==> src/rtl/esn7e_run_ctrl.sv <==
// Run controller: gates the ESN core clock enable and streams its readout words out over Avalon-ST with sop/eop framing.
// Latency: one cycle from an accepted esn_valid word to src_valid when the output buffer is empty.
// Backpressure: a 2-entry buffer absorbs src_ready stalls; esn_ce drops as soon as the buffer is full, so no word is lost.
module esn7e_run_ctrl #(
    parameter int DW = 32,
    parameter int CW = 16
) (
    input  logic          clk,
    input  logic          reset_n,
    input  logic          start,
    input  logic          stop,
    input  logic [CW-1:0] num_samples,
    output logic          esn_ce,
    input  logic          esn_valid,
    input  logic [DW-1:0] esn_data,
    output logic          src_valid,
    input  logic          src_ready,
    output logic [DW-1:0] src_data,
    output logic          src_sop,
    output logic          src_eop,
    output logic          busy,
    output logic          start_err,
    output logic          aborted,
    output logic [CW-1:0] sample_count
);

    typedef enum logic [1:0] {
        IDLE  = 2'd0,
        RUN   = 2'd1,
        DRAIN = 2'd2
    } state_t;

    typedef struct packed {
        logic [DW-1:0] data;
        logic          sop;
        logic          eop;
    } entry_t;

    state_t        state_q, state_d;
    entry_t        head_q, head_d;     // oldest buffered word, drives the source port
    entry_t        tail_q, tail_d;     // second word, valid only when occupancy is 2
    logic [1:0]    cnt_q, cnt_d;
    logic          ce_q, ce_d;
    logic          first_q, first_d;   // next accepted word opens the packet
    logic [CW-1:0] len_q, len_d;
    logic [CW-1:0] scnt_q, scnt_d;
    logic          start_err_q, start_err_d;
    logic          aborted_q, aborted_d;

    logic          acc;
    logic          pop;
    logic          start_ok;
    logic          stop_run;
    logic          last;
    entry_t        new_e;

    // esn_ce is only ever high in RUN with a free slot, so acc alone implies a legal push.
    assign acc      = esn_valid & ce_q;
    assign pop      = (cnt_q != 2'd0) & src_ready;
    // A simultaneous stop wins over start in every state.
    assign start_ok = (state_q == IDLE) & start & ~stop;
    assign stop_run = (state_q == RUN) & stop;
    assign last     = acc & (len_q != '0) & (scnt_q == len_q - CW'(1));

    assign new_e.data = esn_data;
    assign new_e.sop  = first_q;
    assign new_e.eop  = last | stop_run;

    // Buffer update: shift-style 2-entry queue, then close the packet on the newest surviving word after a stop.
    always_comb begin
        head_d = head_q;
        tail_d = tail_q;
        cnt_d  = cnt_q;
        case ({acc, pop})
            2'b10: begin
                if (cnt_q == 2'd0) begin
                    head_d = new_e;
                end else begin
                    tail_d = new_e;
                end
                cnt_d = cnt_q + 2'd1;
            end
            2'b01: begin
                head_d = tail_q;
                cnt_d  = cnt_q - 2'd1;
            end
            2'b11: begin
                if (cnt_q == 2'd1) begin
                    head_d = new_e;
                end else begin
                    head_d = tail_q;
                    tail_d = new_e;
                end
            end
            default: ;
        endcase
        // A word leaving in the stop cycle cannot be re-marked, so only what remains afterwards counts.
        if (stop_run && !acc && (cnt_d != 2'd0)) begin
            if (cnt_d == 2'd2) begin
                tail_d.eop = 1'b1;
            end else begin
                head_d.eop = 1'b1;
            end
        end
    end

    // Run sequencing: IDLE -> RUN on start, RUN -> DRAIN on stop or final word, DRAIN -> IDLE once empty.
    always_comb begin
        state_d = state_q;
        case (state_q)
            IDLE:    if (start_ok) state_d = RUN;
            RUN:     if (stop_run || last) state_d = DRAIN;
            DRAIN:   if (cnt_q == 2'd0) state_d = IDLE;
            default: state_d = IDLE;
        endcase
    end

    // Run bookkeeping: clock enable, run length, counters and sticky status flags.
    always_comb begin
        ce_d        = (state_d == RUN) && (cnt_d != 2'd2);
        len_d       = start_ok ? num_samples : len_q;
        scnt_d      = scnt_q;
        first_d     = first_q;
        start_err_d = start_err_q;
        aborted_d   = aborted_q;
        if (start_ok) begin
            scnt_d      = '0;
            first_d     = 1'b1;
            start_err_d = 1'b0;
            aborted_d   = 1'b0;
        end else begin
            if (acc) begin
                scnt_d  = scnt_q + CW'(1);
                first_d = 1'b0;
            end
            if (start && !stop && (state_q != IDLE)) begin
                start_err_d = 1'b1;
            end
            // Nothing left to carry the eop, so the run is flagged as aborted instead.
            if (stop_run && !acc && (cnt_d == 2'd0)) begin
                aborted_d = 1'b1;
            end
        end
    end

    // State registers; reset discards any buffered words immediately.
    always_ff @(posedge clk or negedge reset_n) begin
        if (!reset_n) begin
            state_q     <= IDLE;
            head_q      <= '0;
            tail_q      <= '0;
            cnt_q       <= 2'd0;
            ce_q        <= 1'b0;
            first_q     <= 1'b0;
            len_q       <= '0;
            scnt_q      <= '0;
            start_err_q <= 1'b0;
            aborted_q   <= 1'b0;
        end else begin
            state_q     <= state_d;
            head_q      <= head_d;
            tail_q      <= tail_d;
            cnt_q       <= cnt_d;
            ce_q        <= ce_d;
            first_q     <= first_d;
            len_q       <= len_d;
            scnt_q      <= scnt_d;
            start_err_q <= start_err_d;
            aborted_q   <= aborted_d;
        end
    end

    assign esn_ce       = ce_q;
    assign src_valid    = (cnt_q != 2'd0);
    assign src_data     = head_q.data;
    assign src_sop      = head_q.sop & src_valid;
    assign src_eop      = head_q.eop & src_valid;
    assign busy         = (state_q != IDLE);
    assign start_err    = start_err_q;
    assign aborted      = aborted_q;
    assign sample_count = scnt_q;

endmodule
==> config.mk <==
export PLATFORM = sky130hd
export DESIGN_NAME = esn7e_run_ctrl
export DESIGN_NICKNAME = d
export VERILOG_FILES = /design/src/rtl/esn7e_run_ctrl.sv
export SDC_FILE = /design/constraint.sdc
export NUM_CORES = 1
export LEC_CHECK = 0
export BUFFER_PORTS_ARGS = -buffer_cell sky130_fd_sc_hd__clkbuf_2
export CELL_PAD_IN_SITES_DETAIL_PLACEMENT = 0
export CELL_PAD_IN_SITES_GLOBAL_PLACEMENT = 1
export CORE_MARGIN = 8
export CORE_UTILIZATION = 45
export CTS_CLUSTER_SIZE = 8
export DETAILED_ROUTE_END_ITERATION = 7
export GPL_TIMING_DRIVEN = 0
export HOLD_SLACK_MARGIN = 0.03
export MAX_ROUTING_LAYER = met4
export PLACE_DENSITY_LB_ADDON = 0.2
export SYNTH_ARGS = -nofsm -noshare
export SYNTH_HDL_FRONTEND = slang
export SYNTH_SLANG_ARGS = --single-unit
==> constraint.sdc <==
create_clock -name clk -period 6.2 [get_ports clk]
set_input_delay 0.31 -clock clk [delete_from_list [all_inputs] [get_ports clk]]
set_output_delay 0.31 -clock clk [all_outputs]
set_load 0.1 [all_outputs]
# --- After elaboration in Yosys (flattened, before gate mapping) ---
# Cells that the tools add are included.
# Widths: inputs -> output; s select.
classes:
  addsub: 4
  n_eq_ne: 13
  muxes: 23
  bitwise: 11
  reduce_logical: 23
ops:
  columns: ["op", "count"]
  rows:
  - ["$mux 34", 4]
  - ["$pmux 34 s3", 1]
  - ["$pmux 34 s2", 1]
  - ["$mux 16", 2]
  - ["$add 16x1->16 const B", 1]
  - ["$eq 16x16->1", 1]
  - ["$reduce_bool 16->1", 1]
  - ["$sub 16x1->16 const B", 1]
  - ["$reduce_bool 2->1", 7]
  - ["$mux 1", 10]
  - ["$and 1x1->1", 9]
  - ["$eq 2x1->1 const B", 4]
  - ["$eq 2x2->1 const B", 4]
  - ["$ne 2x2->1 const B", 4]
  - ["$logic_and 1x1->1", 6]
  - ["$logic_not 2->1", 3]
  - ["$mux 2", 3]
  - ["$pmux 2 s3", 1]
  - ["$pmux 2 s2", 1]
  - ["$reduce_and 3->1", 1]
  - ["$reduce_bool 3->1", 1]
  - ["$add 2x1->2 const B", 1]
  - ["$logic_not 1->1", 2]
  - ["$reduce_and 2->1", 1]
  - ["other kinds (4)", 4]
word_totals:
  ff_bits: 108
  output_inout_bits: 55

# --- Longest topological paths before layout ---
# Gate-level depths: netlist of the first run.
depth:
  depth_word: 8
  ltp_mapped: 12
  ltp_nobuf: 11

# --- Least setup slack after synthesis of the first run ---
# OpenSTA, ideal clock, no wires.
synth_path:
  path_kind: "register -> register"
  start: "reg ce_q (netlist: esn_ce)"
  end: "reg tail_q[10] (netlist name)"
  arrival_time_ps: 3232
  t_required_ps: 6117
  setup_slack_ps: 2886
  stages_incl_launch_ff: 12
  path_buffers: 4
  cell_sequence: "dfrtp_1 > nand2_1 > inv_2 > clkbuf_1 > ha_1 > a22o_1 > clkbuf_1 > o21bai_1 > clkbuf_1 > clkbuf_1 > nand2_1 > o21ai_0"
synth_between:
  elab_chain_cells: 4
synth_rtl:
  columns: ["item", "line", "text"]
  rows:
  - ["start, declared", "43", "logic ce_q, ce_d;"]
  - ["start signal, assigned", "153", "ce_q <= 1'b0;"]
  - ["start signal, assigned", "164", "ce_q <= ce_d;"]
  - ["$and 1x1->1 *", "58", "assign acc = esn_valid & ce_q;"]
  - ["$eq 2x2->1", "74", "case ({acc, pop})"]
  - ["$ne 2x2->1 (no source line) or $reduce_bool 2->1 (tied branches)", null, null]
  - ["$reduce_and 3->1 (no source line)", null, null]
  - ["end signal, assigned", "162", "tail_q <= tail_d;"]
  - ["end, declared", "41", "entry_t tail_q, tail_d;"]
# Every way passes the cells marked *; elsewhere a longest branch is shown, timed or not.
# A chain may end at the register's enable or synchronous reset.

# --- Worst setup path in the final report of the first run ---
layout_path:
  start: "reg ce_q (netlist: esn_ce)"
  end: "reg tail_q[21] (netlist name)"
# The elaborated chain is that of the path after synthesis.

==> results of run 1 <==
-- cells in the final DEF (no fill, tap or decap), types with 15 or more instances in the layout --
cell type                    n
sky130_fd_sc_hd__buf_4      32
sky130_fd_sc_hd__a22oi_1    33
sky130_fd_sc_hd__nor2_1     24
sky130_fd_sc_hd__nand2_1   115
sky130_fd_sc_hd__a21oi_1    15
sky130_fd_sc_hd__dfrtp_1   108
sky130_fd_sc_hd__xor2_1     17
sky130_fd_sc_hd__clkbuf_1   34
sky130_fd_sc_hd__o21ai_0    78
sky130_fd_sc_hd__clkbuf_2  107
-- state kept, by name (all words and copies together), names as in the netlist --
signal and count:
aborted 1, cnt_q 2, head_q 2, esn_ce 1
state_q 2, src_data 32, sample_count 16, tail_q 34
first_q 1, len_q 16, start_err 1
-- path summary, 6_finish.rpt --
path / cells past startpoint / endpoint / start
min in group clk: 3 / len_q[8] / num_samples[8]
min: 1 / src_data[0] / reset_n
max reg2reg: 11 / tail_q[21] / esn_ce
min reg2reg: 2 / head_q[1] / head_q[1]
max: 11 / tail_q[21] / esn_ce
max in group asynchronous: 1 / len_q[2] / reset_n
-- critical path, cell delays in order (launching register included) --
cell and delay, ps:
sky130_fd_sc_hd__dfrtp_1 400, sky130_fd_sc_hd__nand2_1 210, sky130_fd_sc_hd__inv_2 190, sky130_fd_sc_hd__clkbuf_1 470, sky130_fd_sc_hd__ha_1 370, sky130_fd_sc_hd__a22o_1 170
sky130_fd_sc_hd__clkbuf_1 340, sky130_fd_sc_hd__o21bai_1 220, sky130_fd_sc_hd__clkbuf_1 400, sky130_fd_sc_hd__clkbuf_1 470, sky130_fd_sc_hd__nand2_1 110, sky130_fd_sc_hd__o21ai_0 90
-- routing by layer --
| layer | part of all wire, % | track usage [%] | vias up |
|---|---|---|---|
| li1 | - | - | 2261 |
| met1 | 47 | 23.9 | 2232 |
| met2 | 47 | 28.6 | 132 |
| met3 | 4.4 | 2.97 | 17 |
| met4 | 1.6 | 6.72 | 0 |
| met5 | 0 | - | - |
-- report_power, final --
group | switching, mW | internal [mW]
registers | 0.118 | 0.842
logic | 0.720 | 0.282
clock network | 0.247 | 0.292
-- cell type report --
class / count / area, µm² / area share, %
plain buffers: 66 / 377 / 5.77
clock buffers: 13 / 260 / 3.99
clock inverters: 2 / 10.0 / 0.153
inverters: 13 / 48.8 / 0.747
multi-input cells: 406 / 2400 / 36.7
flip-flops and latches: 108 / 2700 / 41.4
well taps: 147 / 184 / 2.82
repair buffers: 108 / 549 / 8.41
-- cell families (layout without fill, tap and decap cells) --
family,after synthesis,count (layout)
AND/OR/NAND/NOR,204,204
AO/OA/AOI/OAI,150,150
flip-flops,108,108
buffers and inverters,79,202
XOR/XNOR,28,28
multiplexers,15,15
adder cells (fa/ha/maj),9,9
-- through the flow --
step | hold slack, ps | instances | power (mW) | setup WS [ps]
final | 36.9 | 863 | 2.50 | 2670
after global routing | 148 | 863 | 2.65 | 2270
after CTS | 121 | 863 | 2.53 | 2640
after detailed placement | 463 | 848 | 1.98 | 2620
after global placement | 457 | 848 | 1.96 | 2690
after floorplan | 14.4 | 593 | 1.73 | 2890
==> run summary, run 1 <==
STATUS
---------------------------------------------------------------------------------
Status ............................................................. complete, no violations

SYNTH
---------------------------------------------------------------------------------
Top cell types by occurrence after synthesis ....................... sky130_fd_sc_hd__nand2_1, sky130_fd_sc_hd__dfrtp_1, sky130_fd_sc_hd__o21ai_0
Netlist cell types .................................................           56
Xor/xnor share of the synthesized area .............................        4.44%
Synthesized netlist net count ......................................          656
Post-synthesis sequential area ratio ...............................        48.9%
Most repeated cell in the gate-level netlist after synthesis ....... sky130_fd_sc_hd__nand2_1
Cell type contributing the most total cell area after synthesis .... sky130_fd_sc_hd__dfrtp_1
Portion of synthesized cell area occupied by the leading cell type .        48.9%
Number of enable-type register cells in the synthesized netlist ....            0
Combinational family with the most area after synthesis ............ simple AND/OR/NAND/NOR gates
Cells taking the most area after synthesis ......................... sky130_fd_sc_hd__dfrtp_1, sky130_fd_sc_hd__nand2_1, sky130_fd_sc_hd__o21ai_0, sky130_fd_sc_hd__a22oi_1, sky130_fd_sc_hd__buf_4
Fraction of the mapped netlist area in compound gates ..............        16.7%
Cell count after synthesis .........................................          593
Number of synthesized register bits ................................          108
Ys Warns ...........................................................            0
Adder-cell share of the synthesized area ...........................        2.04%
Main flop type after synthesis ..................................... sky130_fd_sc_hd__dfrtp_1
Simple-gate share of the synthesized area ..........................        17.2%
Cell area after synthesis ..........................................     5530 µm²
Synthesized area divided by synthesized cell count .................     9.32 µm²
Portion of netlist area occupied by mux cells ......................        2.99%
Async SR Flop Fraction .............................................         100%

TIMING
---------------------------------------------------------------------------------
Shortest period the worst path allows ..............................      3530 ps
Maximum frequency from static timing analysis ......................    0.283 GHz
Post-Route Skew ....................................................      3.39 ps
RSZ-0062 raised after global routing ...............................           no
Setup TNS after final layout .......................................         0 ps
Transition at the pin with the smallest max-transition slack .......       881 ps
Count of endpoints failing setup in the final report ...............            0
Final clock period utilization by the worst path ...................        56.9%
Fin. max-slew vios .................................................            0
Final-report hold violation count ..................................            0
Max-slew headroom at the worst pin .................................        41.2%

GLOBAL ROUTE
---------------------------------------------------------------------------------
Total congestion overflow after global routing .....................            0
Via count of the first global-routing pass .........................         4672
Wire length of the first global-routing pass .......................      23.3 mm
GR Util All Layers .................................................        18.4%
Antenna violations before repair ...................................            0
Maximum number of pins on one net before global-route repair .......          109

JOB
---------------------------------------------------------------------------------
Total of max-cap violations ........................................            0

FLOORPLANNING
---------------------------------------------------------------------------------
Floorplan die area .................................................    16100 µm²
Io pins ............................................................          109
Initial Util .......................................................        46.0%
Die X-Extent .......................................................       127 µm
Cell Rows ..........................................................           40
Total core area ....................................................    12000 µm²
Chip Height ........................................................       127 µm

POWER
---------------------------------------------------------------------------------
Power density over cell area .......................................   383 nW/µm²
Worst voltage drop across the vdd grid .............................   0.000165 V
Static power due to leakage ........................................      3.02 nW

LAYOUT
---------------------------------------------------------------------------------
Final-stage net count ..............................................          775
Proportion of layout cells with a drive suffix above 1 .............        24.7%
Count of filler cells inserted in the layout .......................         1148
Cell area after layout .............................................     6530 µm²
Final Util .........................................................        54.4%
Area added between synthesis and finish ............................        18.2%
ANT cells ..........................................................            0

CTS
---------------------------------------------------------------------------------
TritonCTS Buffers ..................................................            9
Cts hold-fix bufs ..................................................            0
Clock sink total ...................................................          108
Clock root buffer .................................................. sky130_fd_sc_hd__clkbuf_16
Number of buffers on the longest clock path ........................            2
Resized Gates After CTS ............................................            0
Number of H-tree levels ............................................            3
Later-pin clock latency in the skew report .........................       340 ps
Number of setup buffers added after CTS ............................            0
Clock transition at the registers of the reported paths ............        70 ps
Clock tree from TritonCTS ..........................................          yes

SETUP PATH
---------------------------------------------------------------------------------
Kind of end point of the critical path .............................    flip-flop
Endpoint required time on the critical path ........................      6460 ps
Crit path max fanout ...............................................           11
Critical Path Source Type ..........................................    flip-flop
Worst reg-to-reg setup slack .......................................      2670 ps
Critical path arrival ..............................................      3790 ps
Critical setup path kind ........................................... flip-flop to flip-flop

PLACEMENT
---------------------------------------------------------------------------------
Number of port buffers .............................................          108
Post-DP HPWL .......................................................      10.2 mm
Dpl cell area ......................................................     6260 µm²
Gpl congestion .....................................................        0.873

DETAILED ROUTING
---------------------------------------------------------------------------------
Drt pass-1 iters ...................................................            5
Detail-routed net length per standard cell .........................      16.2 µm
Wirelength, routed .................................................      14.0 mm
Detailed-route vias per instance ...................................         5.38
Starting DRT DRC Count .............................................          273
Post-route DRC .....................................................            0
Number of routed nets with antenna violations ......................            0
Total via count in the routed design ...............................         4642

HOLD PATH
---------------------------------------------------------------------------------
Path type of the worst min-delay path .............................. input port to asynchronous set/reset pin

Power figures use the tool's default switching activity.
==> run 2: changes to the inputs <==
- ABC_AREA: not set -> 1
- CORE_UTILIZATION: 45 -> 41
- clock period: 6.2 -> 3.6 ns (I/O delays scaled with it)
==> run summary, run 2 <==
STATUS
----------------------------------------------------------------------------------
Status .............................................................. complete, no violations   unchanged

SYNTH
----------------------------------------------------------------------------------
Most repeated cell in the gate-level netlist after synthesis ........ sky130_fd_sc_hd__nand2_1   unchanged
Cell count after synthesis ..........................................          707   was 593
Adder-cell share of the synthesized area ............................        1.97%   was 2.04%
Synthesized netlist net count .......................................          770   was 656
Cells taking the most area after synthesis .......................... sky130_fd_sc_hd__dfrtp_1, sky130_fd_sc_hd__nand2_1, sky130_fd_sc_hd__o21ai_0, sky130_fd_sc_hd__inv_1, sky130_fd_sc_hd__a22oi_1   was sky130_fd_sc_hd__dfrtp_1, sky130_fd_sc_hd__nand2_1, sky130_fd_sc_hd__o21ai_0, sky130_fd_sc_hd__a22oi_1, sky130_fd_sc_hd__buf_4
Fraction of the mapped netlist area in compound gates ...............        15.9%   was 16.7%
Cell type contributing the most total cell area after synthesis ..... sky130_fd_sc_hd__dfrtp_1   unchanged
Async SR Flop Fraction ..............................................         100%   unchanged
Portion of synthesized cell area occupied by the leading cell type ..        47.3%   was 48.9%
Netlist cell types ..................................................           39   was 56
Post-synthesis sequential area ratio ................................        47.3%   was 48.9%
Portion of netlist area occupied by mux cells .......................           0%   was 2.99%
Simple-gate share of the synthesized area ...........................        21.5%   was 17.2%
Combinational family with the most area after synthesis ............. simple AND/OR/NAND/NOR gates   unchanged
Xor/xnor share of the synthesized area ..............................        1.53%   was 4.44%
Main flop type after synthesis ...................................... sky130_fd_sc_hd__dfrtp_1   unchanged
Synthesized area divided by synthesized cell count ..................     8.09 µm²   was 9.32 µm²
Top cell types by occurrence after synthesis ........................ sky130_fd_sc_hd__nand2_1, sky130_fd_sc_hd__dfrtp_1, sky130_fd_sc_hd__inv_1   was sky130_fd_sc_hd__nand2_1, sky130_fd_sc_hd__dfrtp_1, sky130_fd_sc_hd__o21ai_0
Number of synthesized register bits .................................          108   unchanged
Cell area after synthesis ...........................................     5720 µm²   was 5530 µm²
Number of enable-type register cells in the synthesized netlist .....            0   unchanged
Ys Warns ............................................................            0   unchanged

SETUP PATH
----------------------------------------------------------------------------------
Slowest stage cell on the critical path ............................. sky130_fd_sc_hd__o22ai_1   was sky130_fd_sc_hd__clkbuf_1
Critical setup path kind ............................................ flip-flop to flip-flop   unchanged
Critical Path Source Type ...........................................    flip-flop   unchanged
Kind of cell adding the most delay to the critical path ............. buffers and inverters   unchanged
Most numerous cell on the critical path ............................. sky130_fd_sc_hd__buf_2   was sky130_fd_sc_hd__clkbuf_1
Endpoint required time on the critical path .........................      3870 ps   was 6460 ps
Critical path arrival ...............................................      3260 ps   was 3790 ps
Cell breakdown of the critical path ................................. nand2_2 -> inv_2 -> buf_2 -> buf_2 -> ha_1 -> inv_1 -> o22ai_1 -> clkbuf_1 -> nand3_1 -> o21ai_0   was nand2_1 -> inv_2 -> clkbuf_1 -> ha_1 -> a22o_1 -> clkbuf_1 -> o21bai_1 -> clkbuf_1 -> clkbuf_1 -> nand2_1 -> o21ai_0
Worst reg2reg path endpoint .........................................   tail_q[27]   was tail_q[21]
Count of cells along the worst register-to-register path ............           10   was 11
Crit path max fanout ................................................           11   unchanged
Crit path buf inv count .............................................            5   unchanged
Worst path max stage delay ..........................................       500 ps   was 470 ps
Worst reg-to-reg setup slack ........................................       620 ps   was 2670 ps
Total stage count of the critical path ..............................           10   was 11
Source of the worst register-to-register timing path ................       esn_ce   unchanged
Kind of end point of the critical path ..............................    flip-flop   unchanged

DETAILED ROUTING
----------------------------------------------------------------------------------
Starting DRT DRC Count ..............................................          322   was 273
Drt pass-1 iters ....................................................            5   unchanged
Number of routed nets with antenna violations .......................            0   unchanged
Post-route DRC ......................................................            0   unchanged
Total via count in the routed design ................................         5083   was 4642
Detailed-route vias per instance ....................................         4.98   was 5.38
Wirelength, routed ..................................................      15.1 mm   was 14.0 mm
Detail-routed net length per standard cell ..........................      14.8 µm   was 16.2 µm

LAYOUT
----------------------------------------------------------------------------------
Leading cell types in the layout, fill and taps excluded ............ sky130_fd_sc_hd__nand2_1, sky130_fd_sc_hd__dfrtp_1, sky130_fd_sc_hd__clkbuf_2   unchanged
Total area of multi-input combinational cells .......................     2340 µm²   was 2400 µm²
Final Util ..........................................................        50.1%   was 54.4%
Final-stage net count ...............................................          899   was 775
Flip-flop count of the largest register, all copies and words added .           34   unchanged
ANT cells ...........................................................            0   unchanged
Area taken by flip-flops and latches ................................     2700 µm²   unchanged
Proportion of layout cells with a drive suffix above 1 ..............        21.9%   was 24.7%
Most flops, register ................................................       tail_q   unchanged
Area added between synthesis and finish .............................        20.7%   was 18.2%
Leading cell type in the layout, fill and taps excluded ............. sky130_fd_sc_hd__nand2_1   unchanged
Count of filler cells inserted in the layout ........................         1399   was 1148
Cell area after layout ..............................................     6900 µm²   was 6530 µm²
Final non-filler cell total .........................................         1021   was 863

POWER
----------------------------------------------------------------------------------
Comb pwr share ......................................................        39.7%   was 40.1%
Power density over cell area ........................................   605 nW/µm²   was 383 nW/µm²
Switching share of power ............................................        44.5%   was 43.4%
Fraction of power consumed by sequential logic ......................        35.4%   was 38.4%
Internal Pwr Total ..................................................      2.32 mW   was 1.42 mW
Clock share of power ................................................        24.9%   was 21.5%
Worst voltage drop across the vdd grid ..............................   0.000254 V   was 0.000165 V
Static power due to leakage .........................................      3.32 nW   was 3.02 nW
Net switching power of the design ...................................      1.86 mW   was 1.09 mW

CTS
----------------------------------------------------------------------------------
Clock tree from TritonCTS ...........................................          yes   unchanged
Number of buffers on the longest clock path .........................            2   unchanged
Later-pin clock latency in the skew report ..........................       360 ps   was 340 ps
Clock sink total ....................................................          108   unchanged
TritonCTS Buffers ...................................................            9   unchanged
Clock root buffer ................................................... sky130_fd_sc_hd__clkbuf_16   unchanged
Clock transition at the registers of the reported paths .............        80 ps   was 70 ps
Number of H-tree levels .............................................            3   unchanged
Number of setup buffers added after CTS .............................            0   unchanged

HOLD PATH
----------------------------------------------------------------------------------
End point of the worst hold path ....................................     len_q[3]
Start point of the worst min-delay path ............................. num_samples[3]
Path type of the worst min-delay path ............................... input port to flip-flop   was input port to asynchronous set/reset pin
Hold Crit Depth .....................................................            3

TIMING
----------------------------------------------------------------------------------
Fin. max-slew vios ..................................................            0   unchanged
Shortest period the worst path allows ...............................      2980 ps   was 3530 ps
Maximum frequency from static timing analysis .......................    0.335 GHz   was 0.283 GHz
RSZ-0062 raised after global routing ................................           no   unchanged
Count of endpoints failing setup in the final report ................            0   unchanged
Max-slew headroom at the worst pin ..................................        39.3%   was 41.2%
Final-report hold violation count ...................................            0   unchanged
Setup TNS after final layout ........................................         0 ps   unchanged
Post-Route Skew .....................................................      8.96 ps   was 3.39 ps
Minimum setup slack in the final design .............................       616 ps   was 2670 ps
Transition at the pin with the smallest max-transition slack ........       910 ps   was 881 ps
Final clock period utilization by the worst path ....................        82.9%   was 56.9%

FLOORPLANNING
----------------------------------------------------------------------------------
Io pins .............................................................          109   unchanged
Die X-Extent ........................................................       134 µm   was 127 µm
Chip Height .........................................................       134 µm   was 127 µm
Cell Rows ...........................................................           43   was 40
Total core area .....................................................    13800 µm²   was 12000 µm²
Initial Util ........................................................        41.5%   was 46.0%
Floorplan die area ..................................................    18000 µm²   was 16100 µm²

GLOBAL ROUTE
----------------------------------------------------------------------------------
Antenna violations before repair ....................................            0   unchanged
GR Util All Layers ..................................................        17.9%   was 18.4%
Maximum number of pins on one net before global-route repair ........          109   unchanged
Wire length of the first global-routing pass ........................      25.6 mm   was 23.3 mm
Total congestion overflow after global routing ......................            0   unchanged
Via count of the first global-routing pass ..........................         5228   was 4672

PLACEMENT
----------------------------------------------------------------------------------
Number of port buffers ..............................................          108   unchanged
Gpl congestion ......................................................        0.848   was 0.873
Setup slack at placement ............................................       654 ps   was 2620 ps
Dpl cell area .......................................................     6490 µm²   was 6260 µm²
Post-DP HPWL ........................................................      11.2 mm   was 10.2 mm
Placed cell count ...................................................          995   was 848

JOB
----------------------------------------------------------------------------------
Total of max-cap violations .........................................            0   unchanged

==> run 2: cell types whose count changed in the layout (fill, tap and decap cells not counted), sizes merged, moves of 8 or more <==
cell	previous run	this run
clkbuf	153	141
mux2	12	0
o22ai	0	33
nand3	8	47
xor2	17	7
nand2	115	161
dlygate4sd3	0	10
o21ai	78	61
inv	13	81
nor2	24	56
xnor2	11	3
nor2b	8	0
==> run 2: logic make-up after synthesis <==
logic type,count (synthesis)
AND/OR/NAND/NOR,283
AO/OA/AOI/OAI,151
buffers and inverters,146
flip-flops,108
XOR/XNOR,10
adder cells (fa/ha/maj),9
==> run 2: stage by stage <==
step | total power [mW] | hold WS (ps)
floorplan | 2.75 | -116
global placement | 3.14 | 381
detailed placement | 3.16 | 368
CTS | 4.21 | 30.7
global route | 4.44 | 36.4
finish | 4.17 | 37.1
==> run 2: worst max path at each step <==
stage | start | endpoint | slack (ps)
3_5_place_dp | esn_ce | tail_q[27] | 650
2_1_floorplan | esn_ce | tail_q[7] | 680
4_1_cts | esn_ce | tail_q[27] | 630
3_3_place_gp | esn_ce | tail_q[1] | 680
5_1_grt | esn_ce | tail_q[27] | 290
6_report | esn_ce | tail_q[27] | 620
==> run 2: layout make-up <==
cell class	instances	area share, %
inverter	83	4.51
clock buffer	9	3.26
tap	180	3.26
timing repair buffer	118	9.41
clock inverter	7	1.21
buffer	63	5.29
multi-input combinational	453	33.9
sequential	108	39.2
==> run 2: what timing repair did <==
action | in CTS | in global routing
hold buffers | 10 | 0
resized for setup | 0 | 0
endpoints found under the hold margin | 117 | 0
==> run 2: tightest hold or removal path, cell delays in order <==
cell	delay, ps
sky130_fd_sc_hd__clkbuf_2	70
sky130_fd_sc_hd__nand2_1	50
sky130_fd_sc_hd__o21ai_0	60
==> run 2: power groups by stage <==
stage,clock [mW],combinational [mW],sequential [mW]
2_1_floorplan,0,1.09,1.65
3_3_place_gp,0,1.64,1.50
3_5_place_dp,0,1.66,1.50
4_1_cts,1.06,1.67,1.48
5_1_grt,1.11,1.83,1.50
6_report,1.04,1.66,1.48
==> run 2: routing by layer <==
| metal | vias up | wire length [µm] | track usage [%] |
|---|---|---|---|
| met4 | 0 | 258 | 6.74 |
| li1 | 2568 | - | - |
| met3 | 20 | 682 | 3.18 |
| met2 | 123 | 7290 | 29.1 |
| met5 | - | 0 | - |
| met1 | 2372 | 6920 | 21.9 |
==> run 3: changes to the inputs <==
- CORE_UTILIZATION: 41 -> 37
- clock period: 3.6 -> 2.7 ns (I/O delays scaled with it)
==> run summary, run 3 (synthesis results as in run 2) <==
STATUS
----------------------------------------------------------------------------------
Status .............................................................. complete, no violations   unchanged

DETAILED ROUTING
----------------------------------------------------------------------------------
Total via count in the routed design ................................         5129   was 5083
Wirelength, routed ..................................................      15.8 mm   was 15.1 mm
Detailed-route vias per instance ....................................         4.93   was 4.98
Drt pass-1 iters ....................................................            5   unchanged
Starting DRT DRC Count ..............................................          242   was 322
Post-route DRC ......................................................            0   unchanged
Number of routed nets with antenna violations .......................            0   unchanged
Detail-routed net length per standard cell ..........................      15.2 µm   was 14.8 µm

HOLD PATH
----------------------------------------------------------------------------------
Hold Crit Depth .....................................................            3   unchanged
End point of the worst hold path ....................................    tail_q[7]   was len_q[3]
Path type of the worst min-delay path ............................... input port to flip-flop   unchanged
Start point of the worst min-delay path .............................  esn_data[5]   was num_samples[3]

LAYOUT
----------------------------------------------------------------------------------
Area taken by flip-flops and latches ................................     2700 µm²   about the same
Count of filler cells inserted in the layout ........................         1531   was 1399
Area added between synthesis and finish .............................        23.6%   was 20.7%
Proportion of layout cells with a drive suffix above 1 ..............        22.8%   was 21.9%
Leading cell type in the layout, fill and taps excluded ............. sky130_fd_sc_hd__nand2_1   unchanged
ANT cells ...........................................................            0   unchanged
Most flops, register ................................................       tail_q   unchanged
Leading cell types in the layout, fill and taps excluded ............ sky130_fd_sc_hd__nand2_1, sky130_fd_sc_hd__clkbuf_2, sky130_fd_sc_hd__dfrtp_1   was sky130_fd_sc_hd__nand2_1, sky130_fd_sc_hd__dfrtp_1, sky130_fd_sc_hd__clkbuf_2
Flip-flop count of the largest register, all copies and words added .           34   unchanged
Final-stage net count ...............................................          910   was 899
Cell area after layout ..............................................     7070 µm²   was 6900 µm²
Total area of multi-input combinational cells .......................     2360 µm²   was 2340 µm²

TIMING
----------------------------------------------------------------------------------
Transition at the pin with the smallest max-transition slack ........       897 ps   was 910 ps
Final-report hold violation count ...................................            0   unchanged
Shortest period the worst path allows ...............................      2500 ps   was 2980 ps
Count of endpoints failing setup in the final report ................            0   unchanged
Post-Route Skew .....................................................      9.22 ps   was 8.96 ps
Final clock period utilization by the worst path ....................        92.7%   was 82.9%
Fin. max-slew vios ..................................................            0   unchanged
Maximum frequency from static timing analysis .......................    0.400 GHz   was 0.335 GHz
Max-slew headroom at the worst pin ..................................        40.2%   was 39.3%
RSZ-0062 raised after global routing ................................           no   unchanged

FLOORPLANNING
----------------------------------------------------------------------------------
Cell Rows ...........................................................           45   was 43
Total core area .....................................................    15100 µm²   was 13800 µm²
Io pins .............................................................          109   unchanged
Die X-Extent ........................................................       140 µm   was 134 µm
Initial Util ........................................................        37.8%   was 41.5%
Chip Height .........................................................       140 µm   was 134 µm
Floorplan die area ..................................................    19700 µm²   was 18000 µm²

SETUP PATH
----------------------------------------------------------------------------------
Endpoint required time on the critical path .........................      2930 ps   was 3870 ps
Critical path arrival ...............................................      2730 ps   was 3260 ps
Worst reg-to-reg setup slack ........................................       200 ps   was 620 ps
Worst reg2reg path endpoint .........................................  src_data[3]   was tail_q[27]
Source of the worst register-to-register timing path ................     cnt_q[0]   was esn_ce
Critical Path Source Type ...........................................    flip-flop   unchanged
Count of cells along the worst register-to-register path ............           13   was 10
Critical setup path kind ............................................ flip-flop to flip-flop   unchanged
Kind of end point of the critical path ..............................    flip-flop   unchanged
Crit path max fanout ................................................           10   was 11

POWER
----------------------------------------------------------------------------------
Final Total Pwr .....................................................      5.62 mW   was 4.17 mW
Power density over cell area ........................................   795 nW/µm²   was 605 nW/µm²
Worst voltage drop across the vdd grid ..............................   0.000344 V   was 0.000254 V
Static power due to leakage .........................................      3.38 nW   was 3.32 nW

PLACEMENT
----------------------------------------------------------------------------------
Number of port buffers ..............................................          108   unchanged
Gpl congestion ......................................................        0.855   was 0.848
Dpl cell area .......................................................     6510 µm²   was 6490 µm²
Post-DP HPWL ........................................................      11.7 mm   was 11.2 mm

GLOBAL ROUTE
----------------------------------------------------------------------------------
Antenna violations before repair ....................................            0   unchanged
GR Util All Layers ..................................................        17.0%   was 17.9%
Maximum number of pins on one net before global-route repair ........          109   unchanged
Wire length of the first global-routing pass ........................      26.5 mm   was 25.6 mm
Total congestion overflow after global routing ......................            0   unchanged
Via count of the first global-routing pass ..........................         5260   was 5228

CTS
----------------------------------------------------------------------------------
Number of H-tree levels .............................................            3   unchanged
Clock tree from TritonCTS ...........................................          yes   unchanged
TritonCTS Buffers ...................................................            9   unchanged
Number of buffers on the longest clock path .........................            2   unchanged
Number of setup buffers added after CTS .............................            0   unchanged
Clock sink total ....................................................          108   unchanged
Clock root buffer ................................................... sky130_fd_sc_hd__clkbuf_16   unchanged
Clock transition at the registers of the reported paths .............        80 ps   about the same
Later-pin clock latency in the skew report ..........................       360 ps   about the same

JOB
----------------------------------------------------------------------------------
Total of max-cap violations .........................................            0   unchanged

run 3: worst max path at each step:
stage,start,endpoint,slack (ps),cells past startpoint
2_1_floorplan,cnt_q[0],tail_q[10],20,14
3_3_place_gp,reset_n,esn_ce,-360,1
3_5_place_dp,esn_ce,tail_q[27],-320,10
4_1_cts,esn_ce,tail_q[27],60,11
5_1_grt,cnt_q[0],src_data[0],20,13
6_report,cnt_q[0],src_data[3],200,13
run 3: per-layer routing:
layer  track usage [%]  up-vias  part of all wire [%]
li1                  -     2576                     -
met1              20.6     2401                    46
met2              28.2      139                    49
met3              4.21       13                   5.0
met4              4.11        0                  0.88
met5                 -        -                     0
run 3: cell type report:
class / count / area share (%)
buffer: 62 / 5.29
timing repair buffer: 130 / 10.9
multi-input combinational: 453 / 33.5
clock inverter: 6 / 1.01
clock buffer: 10 / 3.24
sequential: 108 / 38.3
inverter: 83 / 4.53
tap: 188 / 3.33
run 3: through the flow:
stage / hold slack (ps) / utilization [%] / setup TNS, ps / setup slack [ps] / instances
final: 42.6 / 46.7 / 0 / 198 / 1040
after global routing: 47.1 / 46.7 / 0 / 18.3 / 1040
after CTS: 30.2 / 46.5 / 0 / 62.1 / 1039
after detailed placement: 323 / 43.0 / -9490 / -318 / 1003
after global placement: 338 / 42.9 / -22660 / -356 / 1003
after floorplan: -161 / - / 0 / 21.4 / 707
run 3: what timing repair did:
| action | CTS | global route |
|---|---|---|
| gates cloned | 0 | 0 |
| setup endpoints to repair | 63 | 56 |
| hold endpoints to repair | 128 | 1 |
| hold buffers | 21 | 1 |
| resized for setup | 8 | 11 |
run 3: power by group:
group          internal (mW)  switching (mW)  leakage, nW
clock                  0.730           0.635        0.140
sequential              1.80           0.165         1.47
combinational          0.595            1.69         1.77
total                   3.13            2.49         3.38
run 3: worst max-delay path, stage by stage (launching register included):
cell	delay, ps
sky130_fd_sc_hd__dfrtp_1	380
sky130_fd_sc_hd__inv_1	130
sky130_fd_sc_hd__ha_4	210
sky130_fd_sc_hd__clkinvlp_4	130
sky130_fd_sc_hd__nand2_2	130
sky130_fd_sc_hd__inv_1	70
sky130_fd_sc_hd__ha_1	220
sky130_fd_sc_hd__inv_1	90
sky130_fd_sc_hd__nor2_1	50
sky130_fd_sc_hd__nor2_1	90
sky130_fd_sc_hd__clkinv_1	220
sky130_fd_sc_hd__clkbuf_2	290
sky130_fd_sc_hd__a22oi_1	240
sky130_fd_sc_hd__o22ai_1	100
